[src/rtl/adc_array_decoder_dwa.sv]
// -----------------------------------------------------------------------------
// adc_array_decoder_dwa
//
// Registered binary-to-thermometer decoder driving the SAR capacitor array.
// A data word {row, col, bin} is accepted through a valid/ready register stage.
// One cycle later it appears on the active-low row, row-on, column and
// binary-cap enables. Unit-cap mismatch is spread across the array in two ways.
// Columns can be taken in an alternate-ends physical order. With data-weighted
// averaging (DWA), the run of active columns starts where the previous run
// ended.
//
// Optional feature macro: ADC_DECODER_DWA_EN
//   defined   : DWA pointer register and column rotation are built.
//   undefined : rot_ptr is tied to 0, dwa_enable is ignored, and columns use
//               the plain thermometer code. No pointer register is built.
//
// Parameters
//   ROW_BITS       row field width, NR = 2**ROW_BITS rows
//   COL_BITS       column field width, NC = 2**COL_BITS columns
//   BIN_BITS       binary-cap field width
//   COL_INTERLEAVE 0 = linear column order, 1 = alternate-ends column order
//
// Ports
//   clk        clock (only clock)
//   rst        synchronous active-high reset
//   in_valid   data word offered
//   in_ready   decoder can accept a word (= !out_valid || out_ready)
//   data       {row, col, bin}, MSB to LSB
//   dwa_enable rotate columns for this word, sampled on accept
//   out_valid  outputs hold a decoded word
//   out_ready  consumer takes the word
//   row_n      active-low row enable            [NR]
//   rowon_n    active-low row fully-on          [NR]
//   col_n      active-low column enable         [NC]
//   bincap_n   active-low binary caps           [BIN_BITS]
//   c0_p       constant 1
//   c0_n       constant 0
//   rot_ptr    current DWA pointer              [COL_BITS]
// -----------------------------------------------------------------------------
module adc_array_decoder_dwa #(
    parameter int ROW_BITS       = 4,
    parameter int COL_BITS       = 5,
    parameter int BIN_BITS       = 3,
    parameter int COL_INTERLEAVE = 1
) (
    input  logic                             clk,
    input  logic                             rst,
    input  logic                             in_valid,
    output logic                             in_ready,
    input  logic [ROW_BITS+COL_BITS+BIN_BITS-1:0] data,
    input  logic                             dwa_enable,
    output logic                             out_valid,
    input  logic                             out_ready,
    output logic [(2**ROW_BITS)-1:0]         row_n,
    output logic [(2**ROW_BITS)-1:0]         rowon_n,
    output logic [(2**COL_BITS)-1:0]         col_n,
    output logic [BIN_BITS-1:0]              bincap_n,
    output logic                             c0_p,
    output logic                             c0_n,
    output logic [COL_BITS-1:0]              rot_ptr
);

    localparam int NR     = 2**ROW_BITS;
    localparam int NC     = 2**COL_BITS;
    localparam int DATA_W = ROW_BITS + COL_BITS + BIN_BITS;

    // Logical column k to physical column. With interleave, consecutive
    // logical columns land at alternate ends of the array:
    // 0, NC-1, 1, NC-2, ...
    function automatic int phys_col(input int k);
        if (COL_INTERLEAVE == 0)
            return k;
        else if ((k % 2) == 0)
            return k / 2;
        else
            return NC - 1 - ((k - 1) / 2);
    endfunction

    // ------------------------------------------------------------------
    // Handshake
    // ------------------------------------------------------------------
    logic accept;

    assign in_ready = !out_valid || out_ready;
    assign accept   = in_valid && in_ready;

    // ------------------------------------------------------------------
    // Field extraction
    // ------------------------------------------------------------------
    logic [ROW_BITS-1:0] r_f;
    logic [COL_BITS-1:0] c_f;
    logic [BIN_BITS-1:0] b_f;

    assign r_f = data[DATA_W-1 -: ROW_BITS];
    assign c_f = data[BIN_BITS +: COL_BITS];
    assign b_f = data[BIN_BITS-1:0];

    // ------------------------------------------------------------------
    // DWA pointer
    // ------------------------------------------------------------------
    logic [COL_BITS-1:0] rot_off;   // rotation applied to the word being accepted

`ifdef ADC_DECODER_DWA_EN
    logic [COL_BITS-1:0] rot_ptr_q;
    logic [COL_BITS-1:0] ptr_next;
    logic                unused_ptr_carry;

    // The sum is one bit wider than the pointer. Dropping the carry gives the
    // mod-NC wrap. c = NC-1 adds a full turn and leaves the pointer unchanged.
    assign {unused_ptr_carry, ptr_next} =
        {1'b0, rot_ptr_q} + {1'b0, c_f} + (COL_BITS+1)'(1);

    // NOTE: sequential state uses non-blocking assignments only. All flops
    // then sample pre-edge values, whatever order the simulator runs the
    // blocks in.
    always_ff @(posedge clk) begin
        if (rst)
            rot_ptr_q <= '0;
        else if (accept && dwa_enable)
            rot_ptr_q <= ptr_next;
    end

    assign rot_off = dwa_enable ? rot_ptr_q : '0;
    assign rot_ptr = rot_ptr_q;
`else
    logic unused_dwa_enable;

    assign unused_dwa_enable = dwa_enable;
    assign rot_off           = '0;
    assign rot_ptr           = '0;
`endif

    // ------------------------------------------------------------------
    // Decode of the incoming word (active-high)
    // ------------------------------------------------------------------
    logic [NR-1:0]       row_d;
    logic [NR-1:0]       rowon_d;
    logic [NC-1:0]       col_d;

    // NOTE: every vector is cleared before the loops. Each path through the
    // block then assigns every bit, so no latch can be inferred.
    always_comb begin
        row_d   = '0;
        rowon_d = '0;
        col_d   = '0;

        for (int j = 0; j < NR; j++) begin
            row_d[j]   = (int'(r_f) >= j);
            rowon_d[j] = (int'(r_f) >  j);
        end

        // Logical column k is active when its distance from the rotation
        // start, taken mod NC, is within the requested count. This gives
        // c+1 active columns.
        for (int k = 0; k < NC; k++) begin
            col_d[phys_col(k)] = (COL_BITS'(COL_BITS'(k) - rot_off) <= c_f);
        end
    end

    // ------------------------------------------------------------------
    // Output register stage
    // ------------------------------------------------------------------
    logic [NR-1:0]       row_q;
    logic [NR-1:0]       rowon_q;
    logic [NC-1:0]       col_q;
    logic [BIN_BITS-1:0] bin_q;
    logic                valid_q;

    // The data registers are reset as well as out_valid. Their reset value
    // is the released array (all enables off) and is visible on the pins.
    always_ff @(posedge clk) begin
        if (rst) begin
            valid_q <= 1'b0;
            row_q   <= '0;
            rowon_q <= '0;
            col_q   <= '0;
            bin_q   <= '0;
        end else if (accept) begin
            valid_q <= 1'b1;
            row_q   <= row_d;
            rowon_q <= rowon_d;
            col_q   <= col_d;
            bin_q   <= b_f;
        end else if (valid_q && out_ready) begin
            // Drain: the decoded word stays on the pins, only valid drops.
            valid_q <= 1'b0;
        end
    end

    assign out_valid = valid_q;
    assign row_n     = ~row_q;
    assign rowon_n   = ~rowon_q;
    assign col_n     = ~col_q;
    assign bincap_n  = ~bin_q;

    assign c0_p = 1'b1;
    assign c0_n = 1'b0;

endmodule

[config.mk]
export PLATFORM = sky130hd
export DESIGN_NAME = adc_array_decoder_dwa
export DESIGN_NICKNAME = d
export VERILOG_FILES = /design/src/rtl/adc_array_decoder_dwa.sv
export SDC_FILE = /design/constraint.sdc
export NUM_CORES = 1
export LEC_CHECK = 0
export ABC_CLOCK_PERIOD_IN_PS = 1300
export BUFFER_PORTS_ARGS = -buffer_cell sky130_fd_sc_hd__buf_4
export CORE_ASPECT_RATIO = 1.75
export CORE_MARGIN = 5
export CORE_UTILIZATION = 41
export CTS_CLUSTER_DIAMETER = 120
export DETAILED_ROUTE_END_ITERATION = 7
export PLACE_DENSITY_LB_ADDON = 0.05
export SYNTH_ARGS = -nofsm -noshare
export SYNTH_HDL_FRONTEND = slang
export SYNTH_SLANG_ARGS = --single-unit
[constraint.sdc]
create_clock -name clk -period 1.3 [get_ports clk]
set_clock_uncertainty 0.05 [all_clocks]
set_input_delay 0.26 -clock clk [delete_from_list [all_inputs] [get_ports clk]]
set_output_delay 0.26 -clock clk [all_outputs]
set_load 0.005 [all_outputs]
# [Word-level counts from Yosys, hierarchy flattened]
# Cells that the tools add are included.
[word_totals] regBits=67 in_bits=17 word_cells=78 out_inout_bits=76
[op_classes] n_reduce_logical=5 order_cmp=62 mux=2 n_bitwise=4
[ops] op="$le A5 B5 Y1 const A" count=16
[ops] op="$le A4 B5 Y1 const A" count=8
[ops] op="$ge A4 B4 Y1 const B" count=8
[ops] op="$not A32 Y32" count=1
[ops] op="$gt A4 B4 Y1 const B" count=7
[ops] op="$le A3 B5 Y1 const A" count=4
[ops] op="$ge A4 B3 Y1 const B" count=4
[ops] op="$gt A4 B3 Y1 const B" count=4
[ops] op="$not A15 Y16" count=1
[ops] op="$not A16 Y16" count=1
[ops] op="$le A1 B5 Y1 const A" count=2
[ops] op="$le A2 B5 Y1 const A" count=2
[ops] op="$ge A4 B2 Y1 const B" count=2
[ops] op="$gt A4 B1 Y1 const B" count=2
[ops] op="$gt A4 B2 Y1 const B" count=2
[ops] op="$ge A4 B1 Y1 const B" count=1
[ops] op="$not A3 Y3" count=1
[ops] op="$logic_and A1 B1 Y1" count=2
[ops] op="$mux W1" count=2
[ops] op="$reduce_bool A2 Y1" count=1
[ops] op="$logic_not A1 Y1" count=1
[ops] op="$logic_or A1 B1 Y1" count=1

# [Logic depth before layout (Yosys ltp)]
# Gate-level depths: netlist of run 1.
[depth] ltp_word=4 ltp_mapped=6 depth_no_buf=4

# [Worst setup path before layout of run 1]
# OpenSTA, ideal clock, no wires.
[synth_timing] kind="flip-flop to flip-flop" start="reg valid_q, in the netlist out_valid" end="reg rowon_q[5]" setup_ns=0.139 period_less_slack_ns=1.332 n_path_buf=1 arrival_time_ns=1.143 t_required_ns=1.111 path_stages_with_launch=5 setup_slack_ns=-0.032 path_cell_list="dfxtp_1 > nor2b_1 > buf_2 > a2111oi_0 > nor3_1"
[synth_via] elab_chain_cells=3
[synth_lines] element="from (decl)" line="167" text="logic valid_q;"
[synth_lines] element="from (signal assigned)" line="173" text="valid_q <= 1'b0;"
[synth_lines] element="from (signal assigned)" line="179" text="valid_q <= 1'b1;"
[synth_lines] element="from (signal assigned)" line="186" text="valid_q <= 1'b0;"
[synth_lines] element="$logic_not A1 Y1" line="84" text="assign in_ready = !out_valid || out_ready;"
[synth_lines] element="$logic_or A1 B1 Y1" line="84"
[synth_lines] element="$logic_and A1 B1 Y1" line="85" text="assign accept = in_valid && in_ready;"
[synth_lines] element="to (signal assigned)" line="181" text="rowon_q <= rowon_d;"
[synth_lines] element="to (decl)" line="164" text="logic [NR-1:0] rowon_q;"
# No other way between the ends.
# A chain may end at the register's enable or synchronous reset.

# [Worst setup path in the final report of run 1]
[layout_timing] start="reg valid_q, in the netlist out_valid" end="reg col_q[7]"
[layout_via] elab_chain_cells=3
[layout_lines] element="$logic_not A1 Y1" line="84"
[layout_lines] element="$logic_or A1 B1 Y1" line="84"
[layout_lines] element="$logic_and A1 B1 Y1" line="85"
[layout_lines] element="to (signal assigned)" line="182" text="col_q <= col_d;"
[layout_lines] element="to (decl)" line="165" text="logic [NC-1:0] col_q;"
# No other way between the ends.

==> results of run 1 <==
## where the power goes
| group | switching (mW) | internal, mW | total (mW) |
|---|---|---|---|
| sequential | 0.0711 | 2.15 | 2.22 |
| clock | 0.821 | 1.52 | 2.34 |
| combinational | 0.499 | 0.534 | 1.03 |
## registers in the layout (all words and copies together) (netlist names)
signal	flops
col_q	32
row_q	16
rowon_q	14
bin_q	3
out_valid	1
## critical path: stages, from the launching register on
cell       delay, ns
dfxtp_2         0.32
nor2b_4         0.12
buf_6           0.12
buf_4           0.13
buf_6           0.11
nor2_4          0.22
clkbuf_16       0.22
a311oi_2        0.08
## worst paths after layout
| path | startpoint | endpoint | slack (ns) |
|---|---|---|---|
| worst max-delay path | out_valid | col_q[7] | -0.19 |
| worst max register to register | out_valid | col_q[7] | -0.19 |
| worst min register to register | row_q[4] | row_q[4] | 0.41 |
| worst min-delay path | data[1] | bin_q[1] | 0.14 |
## per-layer routing
| layer | routed length (um) | vias up | GRT usage |
|---|---|---|---|
| li1 | - | 1461 | - |
| met1 | 3529 | 1396 | 0.2339 |
| met2 | 4803 | 68 | 0.3268 |
| met3 | 365 | 21 | 0.05158 |
| met4 | 278 | 0 | 0.08730 |
| met5 | 0 | - | 0 |
## area by class of cell
cell class	count	area, um2	area share
tap	84	105.1	0.02206
clock inverter	3	40.04	0.008403
timing repair buffer	141	1287	0.2702
clock buffer	12	246.5	0.05173
multi-input combinational	196	1500	0.3149
sequential	66	1323	0.2776
inverter	68	262.8	0.05515
## cells by family (layout without fill, tap and decap cells)
family | after synthesis | after routing
and+or+nand+nor | 66 | 66
DFF | 66 | 66
AOI/OAI and AO/OA | 122 | 122
buffers and inverters | 110 | 224
other | 2 | 8
## placed cells by master, fill, tap and decap left out, types with 2 or more instances in the layout
cell,n
a2111oi_4,3
a211oi_1,3
a211oi_2,5
a21oi_1,42
a21oi_2,14
a21oi_4,2
a311oi_1,3
a311oi_2,4
and2_1,6
buf_12,8
buf_4,117
buf_6,11
clkbuf_1,2
clkbuf_16,11
clkinv_2,2
conb_1,8
dfxtp_1,65
inv_1,66
nand2_1,4
nand2b_1,2
nand3_1,9
nand4_1,5
nor2_1,7
nor3_1,15
nor3_2,2
nor4_4,3
o2111ai_1,2
o211ai_1,3
o21a_1,2
o21ai_0,15
o21ai_1,4
o21ai_2,6
o21ai_4,2
o31ai_2,2
o32ai_2,4
or2_2,3
or4_4,3
## what timing repair did
| action | 4_1_cts | 5_1_grt |
|---|---|---|
| buffers inserted | 7 | 2 |
| gates cloned | 3 | 3 |
| pin swaps | 15 | 11 |
| gates resized for setup | 52 | 49 |
| setup endpoints to repair | 50 | 66 |
## through the flow
step | setup WS, ns | cell area (um2) | hold slack, ns | std cells
after detailed placement | -0.2128 | 3859 | 0.4051 | 543
after global placement | -0.1670 | 3859 | 0.4001 | 543
after CTS | -0.1973 | 4482 | 0.1360 | 566
final | -0.1888 | 4765 | 0.1439 | 570
after floorplan | -0.03195 | 2904 | 0.3577 | 372
after global routing | -0.2443 | 4765 | 0.1504 | 570
==> out/metrics.cfg, run 1 <==
[sta]
setup_ws_ns=-0.1888
fmax_mhz=671.7
maxSlewViolCount=0
period_minus_slack_ns=1.489
timing.setup.tns_ns=-4.892
hold_viol=0
fin_crit_sh=1.145
rsz0062_at_grt=true
setup_viol_count_final=49

[global_route]
grt_antenna_before_repair=0
grt_pass1_wl_um=13550
first_global_vias=2803
grt_max_degree=38
track_usage=0.1972
overflow=0

[power]
p_total_mw=5.598
p_leak_nw=1.918
power_density_nw_per_um2=1175
ir_worst_vdd_mv=0.8932

[clocking]
clk-insertion-delay-late_ns=0.33
cts_tree=built
cts_root_buffer=clkbuf_16
hold_buffers=0
cts_sinks=66
cts_buffers=9
clk_pin_slew_ns=0.05
clockBufferDepth=2
htreeDepth=3

[synth]
synthMuxAreaShare=0
seq_area_frac_synth=0.4595
synth_edf_count=0
synth_top_family_by_area=compound AO/OA/AOI/OAI gates
synth_top_area_frac=0.4595
syn_inst=366
synthArstFlopShare=0
synth_common_cells=66 x dfxtp_1, 66 x inv_1, 58 x a21oi_1
yosysWarnings=0
synth_xor_area_frac=0
synth_compound_area_frac=0.2528
synthTopCellsByArea=dfxtp_1 46%, a21oi_1 10%, inv_1 8.6%
yosysUniqueCellTypes=36
yosys_register_bits=66
synth-simple-area-share=0.1236
synth_area_per_cell_um2=7.856
yosys_most_used_dff=dfxtp_1
synth_adder_area_share=0
synth_area_um2=2875
yosys.area.top_type=dfxtp_1

[drt]
drc=0
first_pass_iters=4
via_per_inst=5.168
wl_per_cell_um=15.75
ant_nets=0
routed_wl_um=8977
num_vias=2946
drt-initial-drc-count=158

[final_layout]
drive_gt1_frac=0.4444
nets=499
fillers=562
postLayoutCoreUtil=0.6949
area_growth_pct=65.71
diodes=0

[place]
port_buffers=83
place_congestion=0.8409
dp_hpwl_um=5820

[min_path]
holdPathStages=3
holdCritPathClass=input port to register

[floorplan]
die-height_um=120.8
die_w_um=73.31
die-area_um2=8854
core_area_um2=6857
pin_count=93
initial_utilization=0.4193
rows=40

[status]
status=finished, violations left
violations=setup timing

[setup_path]
worst_setup_path_end_kind=register
setup.worst_path.start_class=register
worst-setup-path-type=register to register
cp.arrival_ns=1.65
required_ns=1.46
rr_worst_depth=7
critPathMaxFanout=6

[run]
cap_viol_max_count=0

No activity file was read; power rests on OpenSTA's default activity.
==> inputs of run 2 (changes only) <==
--- a/config.mk
+++ b/config.mk
@@ -5,6 +5,7 @@
 export SDC_FILE = /design/constraint.sdc
 export NUM_CORES = 1
 export LEC_CHECK = 0
+export ABC_AREA = 1
 export ABC_CLOCK_PERIOD_IN_PS = 1300
 export BUFFER_PORTS_ARGS = -buffer_cell sky130_fd_sc_hd__buf_4
 export CORE_ASPECT_RATIO = 1.75
@@ -12,6 +13,7 @@
 export CORE_UTILIZATION = 41
 export CTS_CLUSTER_DIAMETER = 120
 export DETAILED_ROUTE_END_ITERATION = 7
+export MAX_ROUTING_LAYER = met4
 export PLACE_DENSITY_LB_ADDON = 0.05
 export SYNTH_ARGS = -nofsm -noshare
 export SYNTH_HDL_FRONTEND = slang
==> out/metrics.cfg, run 2 <==
[sta]
fmax_mhz=801.6
maxSlewViolCount=0
fin_crit_sh=0.9596
hold_slack_ns=0.1687
timing.setup.tns_ns=0
setup_viol_count_final=0
period_minus_slack_ns=1.247
hold_viol=0
setup_ws_ns=0.05256

[drt]
num_vias=2621
drt-initial-drc-count=122
routed_wl_um=7361
via_per_inst=4.614
wl_per_cell_um=12.96
ant_nets=0
first_pass_iters=4
drc=0

[floorplan]
pin_count=93
core_area_um2=6588
die-height_um=119.2
rows=39
initial_utilization=0.4241
die_w_um=72.40
die-area_um2=8630

[final_layout]
nets=498
final_cell_mix=93 x buf_4, 80 x inv_1, 65 x nand2_1, 65 x dfxtp_1, 55 x a21oi_1
postLayoutCoreUtil=0.5901
final_common_cell=buf_4
reg.largest.list=col_q: 32 flops, row_q: 16 flops, rowon_q: 14 flops
area_growth_pct=39.14
diodes=0
drive_gt1_frac=0.2490
largest_register_ffs=32
regMostFlops=col_q
fillers=649

[synth]
synth_top_family_by_area=buffers and inverters
synthMuxAreaShare=0
synth_common_cells=80 x inv_1, 66 x dfxtp_1, 66 x nand2_1
synthMostInstantiatedCell=inv_1
synth_xor_area_frac=0
yosysUniqueCellTypes=21
synthTopCellsByArea=dfxtp_1 47%, inv_1 11%, a21oi_1 9.9%
synth_compound_area_frac=0.1612
synth_area_per_cell_um2=7.091
yosys.area.top_type=dfxtp_1
synth-simple-area-share=0.1814
synthArstFlopShare=0
yosysWarnings=0
synth_top_area_frac=0.4729
seq_area_frac_synth=0.4729
synth_adder_area_share=0
yosys_register_bits=66
synth_area_um2=2794
yosys_most_used_dff=dfxtp_1
synth_edf_count=0
syn_inst=394

[clocking]
clk_pin_slew_ns=0.05
cts_buffers=9
cts_sinks=66
clockBufferDepth=2
htreeDepth=3
cts_tree=built
clk-insertion-delay-late_ns=0.32
cts_root_buffer=clkbuf_16

[power]
p_switching_mw=1.272
power_density_nw_per_um2=1410
p_leak_nw=1.749
intPower_mw=4.210
p_total_mw=5.482
ir_worst_vdd_mv=0.9179
p_seq_frac=0.403
sw_frac_of_total=0.2321
clkPwrFrac=0.460
p_comb_frac=0.136

[setup_path]
worst_setup_path_end_kind=register
critPathMaxFanout=9
cp_common_cell=nor2_1
cp_cell_sequence=buf_4 -> a21oi_4 -> buf_12 -> clkbuf_16 -> nor2_1 -> nor2_1 -> nor2_1
cp.arrival_ns=1.40
required_ns=1.45
worst-setup-path-type=register to register
cp_slowest_stage_delay_ns=0.33
crit_slowest_cell=dfxtp_2
setup.worst_path.start_class=register

[min_path]
holdCritPathClass=input port to register

[global_route]
grt_pass1_wl_um=11400
grt_antenna_before_repair=0
grt_max_degree=39
overflow=0
track_usage=0.1749
first_global_vias=2459

[status]
status=finished, final reports clean

[place]
dp_hpwl_um=5178
port_buffers=83
place_congestion=0.8139
detailedPlace.worstSlack_ns=-0.07307

[run]
cap_viol_max_count=0

run 2: cell types whose count changed after synthesis, sizes merged, moves of 7 or more:
cell	change
a211oi	-8
a311oi	-7
buf	+7
clkbuf	-20
inv	+13
nand2	+63
nor2	+44
nor3	-17
run 2: worst max-delay path: cells and delay by family (launching register included):
kind	cells	cell delay, ns
flops	1	0.33
buf+inv	3	0.43
simple gates	3	0.17
compound gates	1	0.14
run 2: through the flow:
step                cell area, um2  instances
finish                        3887        568
global route                  3887        568
CTS                           3780        564
detailed placement            3456        548
global placement              3456        548
floorplan                     2816        400
run 2: power by group through the flow:
stage	Sequential [mW]	Clock, mW	Combinational [mW]
after floorplan	2.24	0	0.392
after global routing	2.23	2.65	0.837
final	2.21	2.52	0.747
after detailed placement	2.25	0	0.697
after CTS	2.21	2.56	0.705
after global placement	2.25	0	0.691
run 2: area by class of cell:
class                   instances  area [um2]  share of cell area
flip-flops and latches         66        1323              0.3402
multi-input cells             224        1007              0.2591
repair buffers                 99       833.3              0.2144
inverters                      81       304.0             0.07821
clock buffers                  15       287.8             0.07403
well taps                      82       102.6             0.02639
clock inverters                 1       30.03            0.007724
run 2: cell families after synthesis:
family / count (synthesis)
AO/OA/AOI/OAI: 88
buffers and inverters: 110
flip-flops: 66
other: 2
AND/OR/NAND/NOR: 128
run 2: path summary, 6_finish.rpt:
path         slack (ns)  depth (start not counted)        to       from
min reg2reg        0.40                          2  bin_q[1]   bin_q[1]
max                0.05                          7  row_q[9]  out_valid
min                0.17                          3  bin_q[1]    data[1]
max reg2reg        0.05                          7  row_q[9]  out_valid
run 2: metal layers:
| metal | wire length [um] | up-vias | track usage | part of all wire |
|---|---|---|---|---|
| met4 | 191 | 0 | 0.08891 | 0.026 |
| met3 | 409 | 13 | 0.03204 | 0.056 |
| li1 | - | 1358 | - | - |
| met1 | 2781 | 1172 | 0.1860 | 0.38 |
| met5 | 0 | - | - | 0 |
| met2 | 3979 | 78 | 0.3019 | 0.54 |
run 2: what timing repair did:
item	in CTS	in global routing
hold buffers	0	0
cloned	0	3
gates resized for setup	2	4
endpoints found under the setup margin	11	27
buffers inserted	1	1
pin swaps	1	1
